$ cat src/rtl/ps2_key_sender_pkg.sv
// Shared definitions for the PS/2 key sender.
// This package holds the sequencer states, the frame constants and the parity helper.
package ps2_key_sender_pkg;

  typedef enum logic [2:0] {
    ST_IDLE,
    ST_F0_FRAME,
    ST_F0_GAP,
    ST_CODE_FRAME,
    ST_CODE_GAP
  } seq_state_t;

  localparam logic [7:0] BREAK_PREFIX = 8'hF0;
  localparam int         FRAME_BITS   = 11;

  // Returns the bit that makes the ones count of data plus parity odd.
  function automatic logic odd_parity(input logic [7:0] data);
    return ~^data;
  endfunction

endpackage

$ cat src/rtl/ps2_frame_tx.sv
// Serializes one byte as an 11-bit PS/2 device-to-host frame.
// Each bit spends CLK_DIV cycles with the clock high and then CLK_DIV cycles with it low.
module ps2_frame_tx
  import ps2_key_sender_pkg::*;
#(
  parameter int CLK_DIV = 4
) (
  input  logic       clk,
  input  logic       rst,
  input  logic       start,
  input  logic [7:0] tx_byte,
  output logic       ps2_clk,
  output logic       ps2_data,
  output logic       done
);

  localparam logic [7:0] DIV_LAST = 8'(CLK_DIV - 1);
  localparam logic [3:0] BIT_LAST = 4'(FRAME_BITS - 1);

  logic [FRAME_BITS-1:0] frame_word;
  logic                  active_q, active_d;
  logic                  clk_q, clk_d;
  logic                  data_q, data_d;
  logic [7:0]            div_q, div_d;
  logic [3:0]            bit_q, bit_d;
  logic [FRAME_BITS-2:0] shift_q, shift_d;
  logic                  div_last;

  assign frame_word[0] = 1'b0;
  generate
    for (genvar gi = 0; gi < 8; gi++) begin : g_data_bits
      assign frame_word[gi+1] = tx_byte[gi];
    end
  endgenerate
  assign frame_word[9]  = odd_parity(tx_byte);
  assign frame_word[10] = 1'b1;

  assign div_last = (div_q == DIV_LAST);
  assign done     = active_q && !clk_q && div_last && (bit_q == BIT_LAST);

  always_comb begin
    active_d = active_q;
    clk_d    = clk_q;
    data_d   = data_q;
    div_d    = div_q;
    bit_d    = bit_q;
    shift_d  = shift_q;
    if (start) begin
      active_d = 1'b1;
      clk_d    = 1'b1;
      data_d   = frame_word[0];
      shift_d  = frame_word[FRAME_BITS-1:1];
      div_d    = '0;
      bit_d    = '0;
    end else if (active_q) begin
      if (div_last) begin
        div_d = '0;
        if (clk_q) begin
          clk_d = 1'b0;
        end else if (bit_q == BIT_LAST) begin
          active_d = 1'b0;
          clk_d    = 1'b1;
          data_d   = 1'b1;
          bit_d    = '0;
        end else begin
          // Data only moves together with the rising clock, so it is settled long before the fall.
          clk_d   = 1'b1;
          data_d  = shift_q[0];
          shift_d = {1'b1, shift_q[FRAME_BITS-2:1]};
          bit_d   = bit_q + 4'd1;
        end
      end else begin
        div_d = div_q + 8'd1;
      end
    end
  end

  always_ff @(posedge clk or posedge rst) begin
    if (rst) begin
      active_q <= 1'b0;
      clk_q    <= 1'b1;
      data_q   <= 1'b1;
      div_q    <= '0;
      bit_q    <= '0;
      shift_q  <= '1;
    end else begin
      active_q <= active_d;
      clk_q    <= clk_d;
      data_q   <= data_d;
      div_q    <= div_d;
      bit_q    <= bit_d;
      shift_q  <= shift_d;
    end
  end

  assign ps2_clk  = clk_q;
  assign ps2_data = data_q;

endmodule

$ cat src/rtl/ps2_key_sender.sv
// PS/2 keyboard device emulator: accepts one key event, optionally sends a break prefix, then sends the scan code.
// Each frame is followed by an idle gap, and the module counts the frames it completes.
module ps2_key_sender
  import ps2_key_sender_pkg::*;
#(
  parameter int CLK_DIV    = 4,
  parameter int GAP_CYCLES = 16
) (
  input  logic       clk,
  input  logic       rst,
  input  logic       key_valid,
  output logic       key_ready,
  input  logic [7:0] key_code,
  input  logic       key_break,
  output logic       ps2_clk,
  output logic       ps2_data,
  output logic       busy,
  output logic [7:0] frames_sent
);

  localparam logic [7:0] GAP_LAST = 8'(GAP_CYCLES - 1);

  seq_state_t state_q, state_d;
  logic [7:0] code_q, code_d;
  logic       key_ready_q, key_ready_d;
  logic       busy_q, busy_d;
  logic [7:0] frames_q, frames_d;
  logic [7:0] gap_q, gap_d;
  logic       tx_start;
  logic [7:0] tx_byte;
  logic       tx_done;
  logic       accept;
  logic       gap_last;

  // key_ready_q is only ever high in IDLE, so it doubles as the IDLE qualifier.
  assign accept   = key_valid && key_ready_q;
  assign gap_last = (gap_q == GAP_LAST);

  always_comb begin
    state_d  = state_q;
    code_d   = code_q;
    frames_d = frames_q;
    gap_d    = gap_q;
    tx_start = 1'b0;
    tx_byte  = code_q;
    case (state_q)
      ST_IDLE: begin
        if (accept) begin
          code_d   = key_code;
          tx_start = 1'b1;
          // The break flag is held in the choice of the F0 path.
          if (key_break) begin
            tx_byte = BREAK_PREFIX;
            state_d = ST_F0_FRAME;
          end else begin
            tx_byte = key_code;
            state_d = ST_CODE_FRAME;
          end
        end
      end
      ST_F0_FRAME: begin
        if (tx_done) begin
          state_d  = ST_F0_GAP;
          gap_d    = '0;
          frames_d = frames_q + 8'd1;
        end
      end
      ST_F0_GAP: begin
        if (gap_last) begin
          state_d  = ST_CODE_FRAME;
          tx_start = 1'b1;
        end else begin
          gap_d = gap_q + 8'd1;
        end
      end
      ST_CODE_FRAME: begin
        if (tx_done) begin
          state_d  = ST_CODE_GAP;
          gap_d    = '0;
          frames_d = frames_q + 8'd1;
        end
      end
      ST_CODE_GAP: begin
        if (gap_last) begin
          state_d = ST_IDLE;
        end else begin
          gap_d = gap_q + 8'd1;
        end
      end
      default: state_d = ST_IDLE;
    endcase
    key_ready_d = (state_d == ST_IDLE);
    busy_d      = (state_d != ST_IDLE);
  end

  always_ff @(posedge clk or posedge rst) begin
    if (rst) begin
      state_q     <= ST_IDLE;
      code_q      <= '0;
      key_ready_q <= 1'b0;
      busy_q      <= 1'b0;
      frames_q    <= '0;
      gap_q       <= '0;
    end else begin
      state_q     <= state_d;
      code_q      <= code_d;
      key_ready_q <= key_ready_d;
      busy_q      <= busy_d;
      frames_q    <= frames_d;
      gap_q       <= gap_d;
    end
  end

  ps2_frame_tx #(
    .CLK_DIV(CLK_DIV)
  ) u_frame_tx (
    .clk     (clk),
    .rst     (rst),
    .start   (tx_start),
    .tx_byte (tx_byte),
    .ps2_clk (ps2_clk),
    .ps2_data(ps2_data),
    .done    (tx_done)
  );

  assign key_ready   = key_ready_q;
  assign busy        = busy_q;
  assign frames_sent = frames_q;

endmodule

$ cat config.mk
export PLATFORM = sky130hd
export DESIGN_NAME = ps2_key_sender
export DESIGN_NICKNAME = d
export VERILOG_FILES = /design/src/rtl/ps2_key_sender_pkg.sv /design/src/rtl/ps2_frame_tx.sv /design/src/rtl/ps2_key_sender.sv
export SDC_FILE = /design/constraint.sdc
export NUM_CORES = 1
export LEC_CHECK = 0
export CAP_MARGIN = 15
export CELL_PAD_IN_SITES_DETAIL_PLACEMENT = 1
export CELL_PAD_IN_SITES_GLOBAL_PLACEMENT = 1
export CORE_MARGIN = 3
export CORE_UTILIZATION = 30
export DETAILED_ROUTE_END_ITERATION = 12
export PLACE_DENSITY = 0.68
export SLEW_MARGIN = 30
export SYNTH_ARGS = -nofsm -noshare
export SYNTH_HDL_FRONTEND = slang
export SYNTH_SLANG_ARGS = --single-unit
export TNS_END_PERCENT = 20
$ cat constraint.sdc
create_clock -name clk -period 2.2 [get_ports clk]
set_input_delay 0.44 -clock clk [delete_from_list [all_inputs] [get_ports clk]]
set_output_delay 0.44 -clock clk [all_outputs]
set_load 0.05 [all_outputs]
# Word level (Yosys, flattened, before mapping)
# Cells that the tools add are included.
# word_totals
regBits	54
input_bits	12
# classes
n_addsub	4
n_eq_ne	11
muxes	43
n_reduce_logical	20
# op_table
op	n
8-bit 2-to-1 mux	8
10-bit 2-to-1 mux	5
8-bit by 1-bit adder with 8-bit output (second input constant)	3
4-bit 2-to-1 mux	5
1-bit 2-to-1 mux	16
8-bit one-hot mux with 2 select lines	1
3-bit 2-to-1 mux	5
3-bit one-hot mux with 5 select lines	1
8-bit by 2-bit == test with 1-bit output (second input constant)	1
8-bit by 4-bit == test with 1-bit output (second input constant)	1
8-bit XNOR reduction	1
3-bit by 2-bit == test with 1-bit output (second input constant)	2
3-bit logical NOT	2
2-bit != test (second input constant)	3
2-bit AND reduction	3
3-bit AND reduction	2
2-bit nonzero test	3
4-bit by 1-bit adder with 4-bit output (second input constant)	1
4-bit == test (second input constant)	1
1-bit logical AND	4
4-bit AND reduction	1
2-bit OR reduction	2
3-bit by 1-bit == test with 1-bit output (second input constant)	1
3-bit == test (second input constant)	1
other kinds (5)	5

# Logic depth before layout (Yosys ltp)
# logic_depth
word_depth	7
depth_mapped	8
mapped_depth_nobuf	7

# Hierarchy
# Synthesis repeated with hierarchy kept, for this count alone.
# hier_totals
hier_cells	252
area_unflattened_um2	2668.8
# by_module_without_submodules
module	instances	cells_each	area_per_inst_um2	seq_area_each_um2
ps2_key_sender	1	124	1378.8	725.7
ps2_frame_tx	1	128	1290.0	614.3

# Worst setup path before layout
# OpenSTA, ideal clock, no wires.
# synth_path
path_kind	reg2reg
from	register u_frame_tx.div_q[0]
to	register busy_q (netlist: busy)
setup_ns	0.131
arrival_ns	1.965
required_time_ns	2.069
setup_slack_ns	0.104
path_stages_with_launch	7
path_buffers	0
path_cell_list	dfrtp_1 > ha_1 > or4b_4 > nor4_2 > xnor2_1 > o22ai_2 > or3_1
# synth_between
elab_chain_cells	6
# synth_rtl
item	line_no	rtl
start, declared	ps2_frame_tx.sv:24	logic [7:0] div_q, div_d;
start signal, assigned	ps2_frame_tx.sv:90	div_q <= div_d;
8-bit by 2-bit == test with 1-bit output *	ps2_frame_tx.sv:38	assign div_last = (div_q == DIV_LAST);
1-bit logical AND * (2 in series)	ps2_frame_tx.sv:39	assign done = active_q && !clk_q && div_last && (bit_q == BIT_LAST);
3-bit 2-to-1 mux, on equally long branches	ps2_key_sender.sv:77, ps2_key_sender.sv:62	
3-bit one-hot mux with 5 select lines *	ps2_key_sender.sv:46	case (state_q)
net state_d[1]	ps2_key_sender.sv:23	seq_state_t state_q, state_d;
3-bit nonzero test *	ps2_key_sender.sv:93	busy_d = (state_d != ST_IDLE);
net busy_d	ps2_key_sender.sv:26	logic busy_q, busy_d;
end signal, assigned	ps2_key_sender.sv:108	busy_q <= busy_d;
end, declared	ps2_key_sender.sv:26	
# The timed path passes the listed nets; every way through them passes the cells marked *.
# A chain may end at the register's enable or synchronous reset.

# Worst setup path in the final report
# layout_path
from	register u_frame_tx.data_q (netlist: u_frame_tx.ps2_data)
to	output port ps2_data
# layout_lines
item	line_no	rtl
start, declared	ps2_frame_tx.sv:23	logic data_q, data_d;
start signal, assigned	ps2_frame_tx.sv:89	data_q <= data_d;
end, declared	ps2_key_sender.sv:16	output logic ps2_data,
# No word-level cell between the ends.

==> flow_metrics.tcl <==
set metrics [dict create \
    fin_ws_ns 0.1337 \
    io_buffers 23 \
    endpoint_kind "output pin" \
    drc_errors 0 \
    ff2ff_setup_slack_ns 0.16 \
    clock-sinks 53 \
    dieArea_um2 10120 \
    internal_power_mw 1.348 \
    clockRootBuffer "clkbuf_8" \
    worst_r2r_path_depth 7 \
    synth-simple-area-share 0.2241 \
    post-place-ws_ns 0.04956 \
    drtPass1Iterations 3 \
    fin_tns_setup_ns 0 \
    viasPerCell 4.990 \
    powerDensity_nw_per_um2 524.2 \
    io_pins 24 \
    post-dp-hpwl_mm 4.408 \
    path_depth 1 \
    antenna_found_initial 0 \
    critPathBufInv 1 \
    synthesis.nets 280 \
    muxShareOfSynthArea 0.03868 \
    synth-xor-area-share 0.1142 \
    die_x_um 100.6 \
    routed.top_layer "met4" \
    path_class "reg -> out" \
    nFillCells 962 \
    synth_area_per_cell_um2 10.21 \
    worst_pin_slew_ns 0.5195 \
    fin_skew_ns 0.01742 \
    synth_fa_ha_area_frac 0.02330 \
    rr_startpoint "u_frame_tx.div_q[0]" \
    pwr-share-comb 0.042 \
    insertion_delay_ns 0.31 \
    postRouteAntennaNets 0 \
    rsz0062_at_grt "true" \
    clkPwrFrac 0.389 \
    crit_end "ps2_data" \
    p_sw_mw 0.3670 \
    clockBufferDepth 2 \
    final_common_cell "dfrtp_1" \
    wl_met3_um 163 \
    synth_edf_count 0 \
    yosysWarningCount 0 \
    post-route-util 0.3865 \
    ir_drop_mv 0.2974 \
    cts_setup_buffers 0 \
    maxCapViolCount 0 \
    route.final.wire_length_mm 5.915 \
    grt_pass1_vias 2168 \
    period_needed_ns 2.066 \
    gr-total-overflow 0 \
    initialDrtViolationCount 55 \
    row_count 33 \
    vias 2041 \
    synth.distinct_cells 48 \
    area_growth_pct 21.85 \
    grt_max_degree 54 \
    gp_congestion 0.7572 \
    synth-seq-cells 53 \
    final_cell_mix "dfrtp_1 (42), nand2_1 (40), nor2_1 (27), xnor2_1 (23), clkdlybuf4s50_1 (22)" \
    ys_seq_area_frac 0.4991 \
    nets 320 \
    synth_top_family_by_area "simple AND/OR/NAND/NOR gates" \
    swShare 0.2140 \
    relSlewSlack 0.6526 \
    status "finished, final reports clean" \
    regArea_um2 1340 \
    synth_compound_area_frac 0.08108 \
    fp.coreArea_um2 8464 \
    crit_path_start "u_frame_tx.ps2_data" \
    leakagePower_nw 1.506 \
    hold_viol 0 \
    path_max_fanout 2 \
    wl_met1_mm 2.858 \
    diodes 0 \
    postCtsHoldBufs 0 \
    cts_tree "done" \
    reg2reg_to "u_frame_tx.bit_q[3]" \
    syn_inst 263 \
    grt_use_total 0.1277 \
    fp.dieH_um 100.6 \
    multi_input_area_um2 1310 \
    drive_gt1_frac 0.1513 \
    power_frac_seq 0.568 \
    cts_resized 0 \
    timing.fmax_mhz 483.9 \
    crit_path_start_kind "flop" \
    holdWs_ns 0.4864 \
    worst_hold_path_type "in -> async" \
    critPathMaxStageDelay_ns 0.79 \
    wl_met2_mm 2.837 \
    cp_data_arrival_time_ns 1.63 \
    grt_pass1_wl_mm 10.53 \
    drv_slew 0 \
    placed_cell_area_um2 3147 \
    detail_route.wl_per_cell_um 14.46 \
    htree_levels 2 \
    ys.flop_type "dfrtp_1" \
    period_share 0.9392 \
    async_flop_share 1.000 \
    start_util 0.3172 \
    stdcell_area_um2 3272 \
    setup_viol 0 \
    numCtsBuffers 5 \
    syn-cell-area_um2 2685 \
    clk_pin_slew_ns 0.11 \
    required_ns 1.76 \
    critPathSlowestCell "clkdlybuf4s50_1" \
    cp_top_family "buffers and inverters" \
    worstPathCellList "clkdlybuf4s50_1" \
]
==> metrics by stage <==
step                      power, mW  std cells
after floorplan               1.028        263
after global placement        1.067        401
after detailed placement      1.068        401
after CTS                     1.741        409
after global routing          1.791        409
final                         1.715        409
==> sequential cells by signal (all words and copies together), names as in the netlist <==
register / count
u_frame_tx.shift_q: 9
code_q: 8
frames_sent: 8
gap_q: 8
u_frame_tx.div_q: 8
u_frame_tx.bit_q: 4
state_q: 3
busy: 1
key_ready: 1
u_frame_tx.active_q: 1
u_frame_tx.ps2_clk: 1
u_frame_tx.ps2_data: 1
==> synthesized netlist by cell type, drive strengths merged, types with 5 or more instances <==
master / n / area (um2)
a21oi: 11 / 55.05
and3: 7 / 43.79
dfrtp: 42 / 1051
dfstp: 11 / 289.0
ha: 5 / 62.56
inv: 6 / 22.52
mux2i: 7 / 70.07
nand2: 40 / 150.1
nand3: 6 / 35.03
nand4: 7 / 43.79
nor2: 28 / 107.6
nor3: 10 / 61.31
xnor2: 23 / 201.4
xor2: 12 / 105.1
==> worst register-to-register path, stage by stage, from the launching register on <==
cell	delay, ns
dfrtp_1	0.39
ha_1	0.18
buf_4	0.13
nor4b_4	0.24
nand3_2	0.15
buf_4	0.20
or4_1	0.47
a31oi_1	0.19
==> power by group through the flow <==
stage / sequential, mW / combinational [mW] / clock [mW]
final: 0.975 / 0.0729 / 0.668
after global routing: 0.975 / 0.0815 / 0.734
after CTS: 0.975 / 0.0757 / 0.691
after detailed placement: 0.993 / 0.0750 / 0
after global placement: 0.993 / 0.0745 / 0
after floorplan: 0.993 / 0.0349 / 0
==> layout make-up <==
type / count / area share
clock buffer: 6 / 0.02218
clock inverter: 2 / 0.01071
inverter: 6 / 0.006883
multi-input combinational: 198 / 0.4004
sequential: 53 / 0.4096
tap: 105 / 0.04015
timing repair buffer: 39 / 0.1101
==> cells by family after synthesis <==
family | Yosys count
compound gates | 31
xor+xnor | 35
fa+ha+maj | 5
buf+inv | 12
flops | 53
mux | 10
simple gates | 117
==> how the worst min path moves through the flow <==
stage	startpoint	end	slack, ns	cells after the start
4_1_cts	frames_sent[7]	frames_sent[7]	0.49	1
3_3_place_gp	frames_sent[7]	frames_sent[7]	0.46	1
6_report	rst	frames_sent[6]	0.49	3
5_1_grt	rst	frames_sent[2]	0.51	3
2_1_floorplan	code_q[0]	code_q[0]	0.48	2
3_5_place_dp	frames_sent[7]	frames_sent[7]	0.47	1
==> layer usage <==
| layer | global-route usage | vias up |
|---|---|---|
| met5 | 0 | - |
| met4 | 0.03109 | 0 |
| met3 | 0.02422 | 7 |
| met2 | 0.2142 | 25 |
| met1 | 0.1696 | 1013 |
| li1 | - | 996 |
Note: power is estimated with default switching activity, not from simulation.
